===== src/rtl/alu_pkg.sv =====
// rtl/alu_pkg.sv - control-bit indices, shift encodings and FSM states for alu_seq
package alu_pkg;

  localparam int ZX = 5;
  localparam int NX = 4;
  localparam int ZY = 3;
  localparam int NY = 2;
  localparam int F  = 1;
  localparam int NO = 0;

  localparam logic [1:0] SH_NONE = 2'b00;
  localparam logic [1:0] SH_SHL  = 2'b01;
  localparam logic [1:0] SH_LSR  = 2'b10;
  localparam logic [1:0] SH_ASR  = 2'b11;

  typedef enum logic [1:0] {
    IDLE  = 2'd0,
    SHIFT = 2'd1,
    DONE  = 2'd2
  } alu_state_t;

endpackage


===== src/rtl/alu_core.sv =====
// rtl/alu_core.sv - combinational zx/nx/zy/ny/f/no function; carry port exists only with ALU_FLAGS_EN
module alu_core
  import alu_pkg::*;
#(
  parameter int WIDTH = 16
) (
  input  logic [WIDTH-1:0] x,
  input  logic [WIDTH-1:0] y,
  input  logic [5:0]       c,
  output logic [WIDTH-1:0] res
`ifdef ALU_FLAGS_EN
  ,
  output logic             carry
`endif
);

  logic [WIDTH-1:0] inx, iny, ax, ay, sum, val;

  always_comb begin
    inx = c[ZX] ? '0 : x;
    ax  = c[NX] ? ~inx : inx;
    iny = c[ZY] ? '0 : y;
    ay  = c[NY] ? ~iny : iny;
  end

`ifdef ALU_FLAGS_EN
  logic sum_c;
  always_comb begin
    {sum_c, sum} = {1'b0, ax} + {1'b0, ay};
    // carry reflects the adder only, independent of the output inversion
    carry = c[F] & sum_c;
  end
`else
  always_comb sum = ax + ay;
`endif

  always_comb begin
    val = c[F] ? sum : (ax & ay);
    res = c[NO] ? ~val : val;
  end

endmodule


===== src/rtl/alu_seq.sv =====
// rtl/alu_seq.sv - registered ALU with multi-cycle shift and valid/ready handshakes; flags built with ALU_FLAGS_EN
module alu_seq
  import alu_pkg::*;
#(
  parameter int WIDTH = 16,
  parameter int SHW   = $clog2(WIDTH)
) (
  input  logic             clk,
  input  logic             reset_n,
  input  logic             in_valid,
  output logic             in_ready,
  input  logic [WIDTH-1:0] x,
  input  logic [WIDTH-1:0] y,
  input  logic [5:0]       c,
  input  logic [1:0]       sh,
  input  logic [SHW-1:0]   shamt,
  output logic             out_valid,
  input  logic             out_ready,
  output logic [WIDTH-1:0] out,
  output logic             flag_z,
  output logic             flag_n,
  output logic             flag_c
);

  alu_state_t       state_q, state_d;
  logic [WIDTH-1:0] acc_q, acc_d;
  logic [SHW-1:0]   count_q, count_d;
  logic [1:0]       sh_q, sh_d;
  logic [WIDTH-1:0] core_res;
  logic [WIDTH-1:0] shifted;

`ifdef ALU_FLAGS_EN
  logic core_carry;
`endif

  alu_core #(.WIDTH(WIDTH)) u_core (
    .x     (x),
    .y     (y),
    .c     (c),
    .res   (core_res)
`ifdef ALU_FLAGS_EN
    ,
    .carry (core_carry)
`endif
  );

  always_comb begin
    case (sh_q)
      SH_SHL:  shifted = {acc_q[WIDTH-2:0], 1'b0};
      SH_LSR:  shifted = {1'b0, acc_q[WIDTH-1:1]};
      SH_ASR:  shifted = {acc_q[WIDTH-1], acc_q[WIDTH-1:1]};
      default: shifted = acc_q;
    endcase
  end

  always_comb begin
    state_d = state_q;
    acc_d   = acc_q;
    count_d = count_q;
    sh_d    = sh_q;
    case (state_q)
      IDLE: begin
        if (in_valid) begin
          sh_d  = sh;
          acc_d = core_res;
          if (sh == SH_NONE || shamt == '0) begin
            state_d = DONE;
          end else begin
            count_d = shamt;
            state_d = SHIFT;
          end
        end
      end
      SHIFT: begin
        acc_d   = shifted;
        count_d = count_q - SHW'(1);
        if (count_q == SHW'(1)) state_d = DONE;
      end
      DONE: begin
        if (out_ready) state_d = IDLE;
      end
      default: state_d = IDLE;
    endcase
  end

  always_ff @(posedge clk) begin
    if (!reset_n) begin
      state_q <= IDLE;
      acc_q   <= '0;
      count_q <= '0;
      sh_q    <= SH_NONE;
    end else begin
      state_q <= state_d;
      acc_q   <= acc_d;
      count_q <= count_d;
      sh_q    <= sh_d;
    end
  end

  assign in_ready  = (state_q == IDLE);
  assign out_valid = (state_q == DONE);
  assign out       = acc_q;

`ifdef ALU_FLAGS_EN
  logic shift_out, enter_done;
  logic c_reg_q, c_reg_d;
  logic flag_z_q, flag_z_d, flag_n_q, flag_n_d, flag_c_q, flag_c_d;

  // shl drops the msb; both right shifts drop the lsb
  assign shift_out  = (sh_q == SH_SHL) ? acc_q[WIDTH-1] : acc_q[0];
  assign enter_done = (state_d == DONE) && (state_q != DONE);

  always_comb begin
    c_reg_d  = c_reg_q;
    flag_z_d = flag_z_q;
    flag_n_d = flag_n_q;
    flag_c_d = flag_c_q;
    if (state_q == IDLE && in_valid) c_reg_d = core_carry;
    else if (state_q == SHIFT)       c_reg_d = shift_out;
    if (enter_done) begin
      flag_z_d = (acc_d == '0);
      flag_n_d = acc_d[WIDTH-1];
      flag_c_d = c_reg_d;
    end
  end

  always_ff @(posedge clk) begin
    if (!reset_n) begin
      c_reg_q  <= 1'b0;
      flag_z_q <= 1'b0;
      flag_n_q <= 1'b0;
      flag_c_q <= 1'b0;
    end else begin
      c_reg_q  <= c_reg_d;
      flag_z_q <= flag_z_d;
      flag_n_q <= flag_n_d;
      flag_c_q <= flag_c_d;
    end
  end

  assign flag_z = flag_z_q;
  assign flag_n = flag_n_q;
  assign flag_c = flag_c_q;
`else
  assign flag_z = 1'b0;
  assign flag_n = 1'b0;
  assign flag_c = 1'b0;
`endif

endmodule

===== config.mk =====
export PLATFORM = sky130hd
export DESIGN_NAME = alu_seq
export DESIGN_NICKNAME = d
export VERILOG_FILES = /design/src/rtl/alu_pkg.sv /design/src/rtl/alu_core.sv /design/src/rtl/alu_seq.sv
export SDC_FILE = /design/constraint.sdc
export NUM_CORES = 1
export LEC_CHECK = 0
export CELL_PAD_IN_SITES_DETAIL_PLACEMENT = 0
export CELL_PAD_IN_SITES_GLOBAL_PLACEMENT = 1
export CORE_MARGIN = 4
export CORE_UTILIZATION = 37
export CTS_CLUSTER_SIZE = 25
export DETAILED_ROUTE_END_ITERATION = 7
export GPL_TIMING_DRIVEN = 0
export PLACE_DENSITY_LB_ADDON = 0.08
export SYNTH_ARGS = -nofsm -noshare
export SYNTH_HDL_FRONTEND = slang
export SYNTH_SLANG_ARGS = --single-unit

===== constraint.sdc =====
create_clock -name clk -period 4.6 [get_ports clk]
set_input_delay 0.92 -clock clk [delete_from_list [all_inputs] [get_ports clk]]
set_output_delay 0.92 -clock clk [all_outputs]
set_load 0.1 [all_outputs]

# --- After elaboration in Yosys (flattened, before gate mapping) ---
# Cells that the tools add are included.
word_totals:
  ff_bits: 24
  output_inout_bits: 21
  word_cells: 51
op_classes:
  addsub: 2
  n_eq_ne: 13
  mux: 17
  bitwise_logic: 4
  reduce_logical: 10
ops:
  columns: ["op", "count"]
  rows:
  - ["two-way mux 16 bit", 7]
  - ["inverter 16 bit", 3]
  - ["one-hot mux 16 bit (3 select lines)", 1]
  - ["one-hot mux 16 bit (2 select lines)", 1]
  - ["adder 16 bit", 1]
  - ["AND 16 bit", 1]
  - ["AND reduction 3 bit", 3]
  - ["two-way mux 2 bit", 4]
  - ["two-way mux 4 bit", 2]
  - ["inequality test 2 bit (second input constant)", 4]
  - ["one-hot mux 4 bit (2 select lines)", 1]
  - ["== test 2 bit (second input constant)", 3]
  - ["one-hot mux 2 bit (3 select lines)", 1]
  - ["== test 2 x 1 -> 1 bit (second input constant)", 2]
  - ["== test 4 x 1 -> 1 bit (second input constant)", 1]
  - ["zero test 2 bit", 2]
  - ["zero test 4 bit", 1]
  - ["inequality test 4 x 1 -> 1 bit (second input constant)", 1]
  - ["AND reduction 4 bit", 1]
  - ["subtractor 4 x 1 -> 4 bit (second input constant)", 1]
  - ["inequality test 3 x 1 -> 1 bit (second input constant)", 1]
  - ["inequality test 2 x 1 -> 1 bit (second input constant)", 1]
  - ["AND reduction 2 bit", 1]
  - ["nonzero test 2 bit", 1]
  - ["logical OR 1 bit", 1]

# --- Logic depth before layout (Yosys ltp) ---
# Gate-level depths: netlist of run 1.
logic_depth:
  ltp_word: 9
  mapped_depth: 12
  depth_no_buf: 11

# --- By module ---
# Synthesis of run 1 repeated with hierarchy kept, for this count alone.
unflattened:
  cells_unflattened: 416
  hier_area_um2: 3255.6
modules_own_cells:
  columns: ["mod", "instances", "cells_each", "area_per_inst_um2"]
  rows:
  - ["alu_core", 1, 239, 1750.4]
  - ["alu_seq", 1, 177, 1505.2]

# --- Least setup slack after synthesis of run 1 ---
# OpenSTA, ideal clock, no wires.
synth_path:
  path_type: "in2reg"
  from: "in c[2]"
  to: "reg acc_q[14], in the netlist out[14]"
  t_arrival_ns: 3.789
  path_slack_ns: 0.696
  path_stages: 11
  path_buffers: 2
  path_cell_list: "clkbuf_1 > clkbuf_1 > xnor2_1 > fa_1 > a21o_1 > a221o_1 > nand4_1 > a31oi_1 > o31ai_1 > mux2_2 > and2_1"
synth_between:
  elab_chain_cells: 7
  elab_cells_between_ends: 8
  cone_classes: "add/sub: 1; mux: 5; bitwise: 2"
synth_rtl:
  columns: ["element", "line", "rtl"]
  rows:
  - ["start, declared", "alu_seq.sv:14", "input logic [5:0] c,"]
  - ["two-way mux 16 bit (*)", "alu_core.sv:23", "ay = c[NY] ? ~iny : iny;"]
  - ["adder 16 bit / AND 16 bit (equally long branches)", "alu_core.sv:34, alu_core.sv:38", null]
  - ["two-way mux 16 bit (*)", "alu_core.sv:38", "val = c[F] ? sum : (ax & ay);"]
  - ["inverter 16 bit", "alu_core.sv:39", "res = c[NO] ? ~val : val;"]
  - ["two-way mux 16 bit (*)", "alu_core.sv:39", null]
  - ["two-way mux 16 bit (*)", "alu_seq.sv:63", "if (in_valid) begin"]
  - ["one-hot mux 16 bit (2 select lines) (*)", "alu_seq.sv:61", "case (state_q)"]
  - ["end signal, assigned", "alu_seq.sv:89", "acc_q <= '0;"]
  - ["end signal, assigned", "alu_seq.sv:94", "acc_q <= acc_d;"]
  - ["end, declared", "alu_seq.sv:26", "logic [WIDTH-1:0] acc_q, acc_d;"]
# Mark *: on every way between the ends. The rest lies on a longest branch, timed or not. The select of a mux whose other input is x is not followed.
# A chain may end at the register's enable or synchronous reset.

# --- Worst setup path in the final report of run 1 ---
# Same ends and word-level chain as after synthesis.

==> reports/results.tsv, run 1 <==
stage	metric	value	unit
place	dp_hpwl	6470	um
timing	drv_slew	0	
route	ant_nets	0	
timing	relSlewSlack	34.5	%
setup_path	crit_top_cell	clkbuf_1	
timing	hold_viol	0	
hold_path	hp-class	reg -> reg	
setup_path	critPathSlowestCell	clkbuf_1	
place	io_buffers	62	
timing	rsz0062_at_grt	false	
grt	antenna_found_initial	0	
synthesis	syn_area	3010	um^2
timing	setup_tns	0	ns
clock_network	htreeDepth	1	
place	dp_cells	561	
synthesis	synth_top_flop_cell	dfxtp_1	
die	rows	32	
synthesis	yosysSeqAreaShare	16.0	%
route	wl_per_cell	14.0	um
grt	grt_max_degree	14	
setup_path	startpoint_type	input port	
route	routed_via_density	5.22	
cells_and_area	drive_gt1_share	6.70	%
power_and_ir_drop	peakVddDrop	124	uV
cells_and_area	final_common_cell	clkdlybuf4s50_1	
clock_network	cts_buffer_depth	2	
timing	tightestPinTransition	0.979	ns
route	drc	0	
setup_path	crit_path_cell_trace	clkbuf_1 > clkbuf_1 > xnor2_1 > fa_1 > a21o_1 > a221o_1 > nand4_1 > a31oi_1 > o31ai_1 > mux2_2 > and2_1	
place	gp_congestion	0.853	
route	drt_pass1_iterations	4	
grt	grt_pass1_wl	13200	um
cells_and_area	layout_common_cells	clkdlybuf4s50_1, xnor2_1, nand2b_1, a21oi_1, o21ai_0	
power_and_ir_drop	p_per_area	353	nW/um^2
setup_path	max_stage_delay	0.61	ns
clock_network	post_cts_buffers	0	
hold_path	hold_depth	2	
timing	max_freq	0.236	GHz
setup_path	cp_data_arrival_time	4.42	ns
setup_path	cp.depth	11	
status	status	finished clean	
synthesis	syn_inst	395	
cells_and_area	final_cells	565	
setup_path	path_buf_inv	2	
grt	grt_use_total	16.0	%
clock_network	clkTransAtPathRegs	0.09	ns
die	ios	69	
synthesis	synth_seq_cells	24	
synthesis	synth_warnings	0	
synthesis	synth_cell_types	58	
clock_network	cts_made_buffers	3	
die	dieWidth	98.2	um
cells_and_area	fin_nets	533	
grt	grt_pass1_vias	2741	
route	wirelength	7930	um
die	core	7810	um^2
setup_path	cpLargestDelayFamily	compound AO/OA/AOI/OAI gates	
power_and_ir_drop	p_leak	1.51	nW
timing	final-setup-viol-count	0	
setup_path	required	4.78	ns
setup_path	cp_max_fo	10	
die	start_util	38.5	%
run	maxCapViolations	0	
die	die_h	98.2	um
setup_path	end_kind	register	
clock_network	tritoncts	done	
clock_network	root_buffer	clkbuf_8	
clock_network	cts_resized	0	
synthesis	synth_enable_flop_cells	0	
timing	skew	0.00363	ns
synthesis	async_flop_share	0	%
synthesis	syn_avg_cell_area	7.62	um^2
die	die_area	9640	um^2
timing	final.min_clock_period	4.24	ns
setup_path	crit_type	in -> reg	
setup_path	reg2reg_depth	7	
clock_network	cts_hold_buf	0	
grt	gr-total-overflow	0	
route	dr.first_iter.drc_count	75	
clock_network	clk_latency	0.27	ns
timing	post-route-period-util	92.2	%
route	via_count	2947	
clock_network	clock_sinks	24	
cells_and_area	diodes	0	
cells_and_area	nFillCells	801	
cells_and_area	areaGrowthSynthToFinish	26.9	%
power_and_ir_drop	fin_total_pwr	1.35	mW
==> flip-flops by register name (all words and copies together), names as in the netlist <==
| name | cells |
|---|---|
| out | 16 |
| sh_q | 2 |
| state_q | 2 |
| count_q | 4 |
==> cells by family (layout without fill, tap and decap cells) <==
group / Yosys count / count (layout) / share of synthesized area [%]
AND/OR/NAND/NOR: 134 / 134 / 23.7
AO/OA/AOI/OAI: 102 / 102 / 20.9
XOR/XNOR: 50 / 50 / 14.6
buffers and inverters: 35 / 101 / 6.32
multiplexers: 28 / 28 / 9.40
flip-flops: 24 / 24 / 16.0
adder cells (fa/ha/maj): 21 / 21 / 8.98
other: 1 / 3 / 0.125
==> worst reg2reg max path, cell delays in order (launching register included) <==
cell     delay [ns]
dfxtp_1        0.35
inv_1          0.06
ha_1           0.31
nor3b_1        0.16
nor3_1         0.62
nand3_1        0.22
mux2_2         0.32
and2_1         0.13
==> path summary, 6_finish.rpt <==
kind	start	end	slack, ns
setup / recovery	c[2]	out[14]	0.36
hold / removal	out[1]	out[1]	0.50
setup reg to reg	sh_q[0]	out[14]	2.34
hold reg to reg	out[1]	out[1]	0.50
==> layer usage <==
layer	GRT usage (%)	wire [um]	up-vias
met1	22.3	3810	1313
met3	1.29	392	5
met2	27.2	3670	86
met4	2.84	58	0
li1	-	-	1543
met5	0	0	-
==> power by group <==
part / switching, mW / total [mW] / internal (mW)
registers: 0.0400 / 0.288 / 0.248
logic: 0.579 / 0.909 / 0.329
clock network: 0.0739 / 0.151 / 0.0766
==> cell type report <==
class	count	area, um^2	share of cell area (%)
Buffer	27	160	4.19
Tap cell	102	128	3.34
Sequential cell	24	480	12.6
Inverter	8	30.0	0.786
Multi-Input combinational cell	338	2350	61.4
Timing Repair Buffer	62	621	16.2
Clock buffer	4	55.1	1.44
==> cell usage after synthesis (4+ instances only) <==
library cell,count,area share [%]
nand4_1,4,0.83
buf_4,6,1.5
nor2_1,28,3.5
a31oi_1,7,1.5
a211oi_1,4,1.0
nor3_1,15,2.5
nand3_1,4,0.67
o21ai_0,29,4.8
dfxtp_1,24,16
nand2b_1,35,7.3
xnor2_1,43,13
mux2i_1,26,8.6
nand2_1,25,3.1
clkbuf_1,9,1.1
ha_1,20,8.3
o211ai_1,7,1.7
buf_2,6,1.0
a21oi_1,32,5.3
inv_1,6,0.75
xor2_1,7,2.0
==> per-stage QoR <==
step | instance area [um^2] | setup WS [ns] | utilization, % | hold slack, ns
after CTS | 3820 | 0.284 | 48.9 | 0.505
after global placement | 3760 | 0.0287 | 48.2 | 0.490
after detailed placement | 3760 | 0.00747 | 48.2 | 0.492
after global routing | 3820 | 0.0985 | 48.9 | 0.538
after floorplan | 3020 | 0.696 | - | 0.474
final | 3820 | 0.358 | 48.9 | 0.504
No activity file was read; power rests on OpenSTA's default activity.
==> run 2: changes to the inputs <==
--- a/config.mk
+++ b/config.mk
@@ -7,7 +7,7 @@
 export LEC_CHECK = 0
 export CELL_PAD_IN_SITES_DETAIL_PLACEMENT = 0
 export CELL_PAD_IN_SITES_GLOBAL_PLACEMENT = 1
-export CORE_MARGIN = 4
+export CORE_MARGIN = 1.5
 export CORE_UTILIZATION = 37
 export CTS_CLUSTER_SIZE = 25
 export DETAILED_ROUTE_END_ITERATION = 7
==> run 2 against run 1 <==
Via count down 0.92%. Highest routed layer unchanged. Sequential power about the same. First-iteration DRC count is 6.7% higher. Hold slack improved by 0.015 ns. Total power rose by 2.7%.
==> reports/results.tsv, run 2 (synthesis gave the netlist of run 1 again) <==
stage	metric	value	unit	change
cells_and_area	final_common_cell	clkdlybuf4s50_1		unchanged
cells_and_area	largest_reg_flops	16		unchanged
cells_and_area	regArea	480	um^2	unchanged
place	gp_congestion	0.858		was 0.853
cells_and_area	fin_nets	533		unchanged
route	via_count	2920		was 2,947
die	die_h	93.2	um	was 98.2 um
setup_path	max_stage_delay	0.55	ns	was 0.61 ns
setup_path	critPathSlowestCell	clkdlybuf4s50_1		was clkbuf_1
clock_network	cts_hold_buf	0		unchanged
grt	use_met1	23.9	%	was 22.3%
timing	rsz0062_at_grt	false		unchanged
power_and_ir_drop	p_per_area	361	nW/um^2	was 353 nW/um^2
timing	final.min_clock_period	4.22	ns	was 4.24 ns
timing	tightestPinTransition	0.983	ns	was 0.979 ns
place	dp_cells	561		unchanged
grt	grt.met2_usage	32.5	%	was 27.2%
die	rows	32		unchanged
die	start_util	38.5	%	unchanged
route	ant_nets	0		unchanged
grt	gr-max-usage-layer	met2		unchanged
timing	post-route-period-util	91.8	%	was 92.2%
cells_and_area	nFillCells	817		was 801
grt	antenna_found_initial	0		unchanged
hold_path	hp-class	reg -> reg		unchanged
timing	max_freq	0.237	GHz	was 0.236 GHz
cells_and_area	multi_input_area	2350	um^2	unchanged
setup_path	cp_data_arrival_time	4.40	ns	was 4.42 ns
clock_network	tritoncts	done		unchanged
power_and_ir_drop	p_leak	1.51	nW	about the same
cells_and_area	diodes	0		unchanged
setup_path	end_kind	register		unchanged
grt	met3_usage	1.54	%	was 1.29%
setup_path	crit_type	in -> reg		unchanged
timing	skew	0.00667	ns	was 0.00363 ns
place	dp_hpwl	6300	um	was 6470 um
die	die_area	8680	um^2	was 9640 um^2
route	dr.first_iter.drc_count	80		was 75
setup_path	startpoint_type	input port		unchanged
timing	drv_slew	0		unchanged
grt	grt_pass1_vias	2783		was 2,741
grt	grt_pass1_wl	12900	um	was 13,200 um
timing	hold_viol	0		unchanged
cells_and_area	areaGrowthSynthToFinish	27.5	%	was 26.9%
timing	setup_tns	0	ns	unchanged
die	ios	69		unchanged
timing	relSlewSlack	34.3	%	was 34.5%
grt	grt_use_total	18.3	%	was 16.0%
place	io_buffers	62		unchanged
cells_and_area	layout_common_cells	clkdlybuf4s50_1, xnor2_1, nand2b_1, a21oi_1, o21ai_0		unchanged
timing	final-setup-viol-count	0		unchanged
clock_network	cts_made_buffers	3		unchanged
die	core	7810	um^2	unchanged
route	wl_per_cell	13.7	um	was 14.0 um
power_and_ir_drop	peakVddDrop	134	uV	was 124 uV
die	dieWidth	93.2	um	was 98.2 um
clock_network	clkTransAtPathRegs	0.09	ns	about the same
run	maxCapViolations	0		unchanged
route	drc	0		unchanged
grt	grt_max_degree	15		was 14
cells_and_area	final_cells	565		unchanged
clock_network	post_cts_buffers	0		unchanged
clock_network	root_buffer	clkbuf_8		unchanged
clock_network	cts_buffer_depth	2		unchanged
setup_path	reg2reg_depth	7		unchanged
clock_network	clk_latency	0.27	ns	about the same
setup_path	required	4.78	ns	about the same
route	drt_pass1_iterations	4		unchanged
clock_network	cts_resized	0		unchanged
status	status	finished clean		unchanged
route	routed_via_density	5.17		was 5.22
cells_and_area	drive_gt1_share	6.70	%	unchanged
clock_network	htreeDepth	1		unchanged
hold_path	hold_depth	2		unchanged
route	wirelength	7750	um	was 7930 um
setup_path	crit_path_cell_trace	clkdlybuf4s50_1 > clkbuf_1 > nand2b_1 > xnor2_1 > fa_1 > a21o_1 > a221o_1 > nand4_1 > a31oi_1 > o31ai_1 > mux2_2 > and2_1		was clkbuf_1 > clkbuf_1 > xnor2_1 > fa_1 > a21o_1 > a221o_1 > nand4_1 > a31oi_1 > o31ai_1 > mux2_2 > and2_1
grt	gr-total-overflow	0		unchanged
clock_network	clock_sinks	24		unchanged
setup_path	cp_max_fo	10		unchanged
==> run 2: area by class of cell <==
cell class	instances	share of cell area, %
Inverter	8	0.783
Clock inverter	1	0.783
Tap cell	102	3.33
Multi-Input combinational cell	338	61.2
Clock buffer	3	1.08
Buffer	27	4.17
Timing Repair Buffer	62	16.2
Sequential cell	24	12.5
==> run 2: stage by stage <==
stage / hold WS (ns) / cell area [um^2] / utilization [%] / worst slack (ns) / total power [mW]
after floorplan: 0.474 / 3020 / - / 0.696 / 0.983
after global placement: 0.490 / 3760 / 48.2 / 0.0341 / 1.19
after detailed placement: 0.506 / 3760 / 48.2 / 0.0500 / 1.20
after CTS: 0.519 / 3840 / 49.1 / 0.348 / 1.39
after global routing: 0.547 / 3840 / 49.1 / 0.201 / 1.48
final: 0.519 / 3840 / 49.1 / 0.378 / 1.38
==> run 2: path summary, 6_finish.rpt <==
check                           slack, ns    start       to
worst min register to register       0.52   out[2]   out[2]
worst max-delay path                 0.38     c[3]  out[14]
worst max register to register       2.40  sh_q[0]  out[14]
worst min-delay path                 0.52   out[2]   out[2]
==> run 2: metal layers <==
| layer | vias up | wire [um] |
|---|---|---|
| li1 | 1536 | - |
| met1 | 1302 | 3720 |
| met2 | 78 | 3660 |
| met3 | 4 | 293 |
| met4 | 0 | 76 |
| met5 | - | 0 |
==> run 2: critical path, delay by kind of cell <==
kind / cells / cell delay [ns]
and+or+nand+nor: 3 / 0.47
AOI/OAI and AO/OA: 4 / 1.10
muxes: 1 / 0.39
adders and majority gates: 1 / 0.50
xor gates and xnor gates: 1 / 0.11
buffers and inverters: 2 / 0.91
==> run 2: power breakdown <==
part	total, mW	switching [mW]	internal, mW
Combinational	0.905	0.576	0.329
Sequential	0.289	0.0414	0.248
Clock	0.189	0.0727	0.116
Total	1.38	0.690	0.693
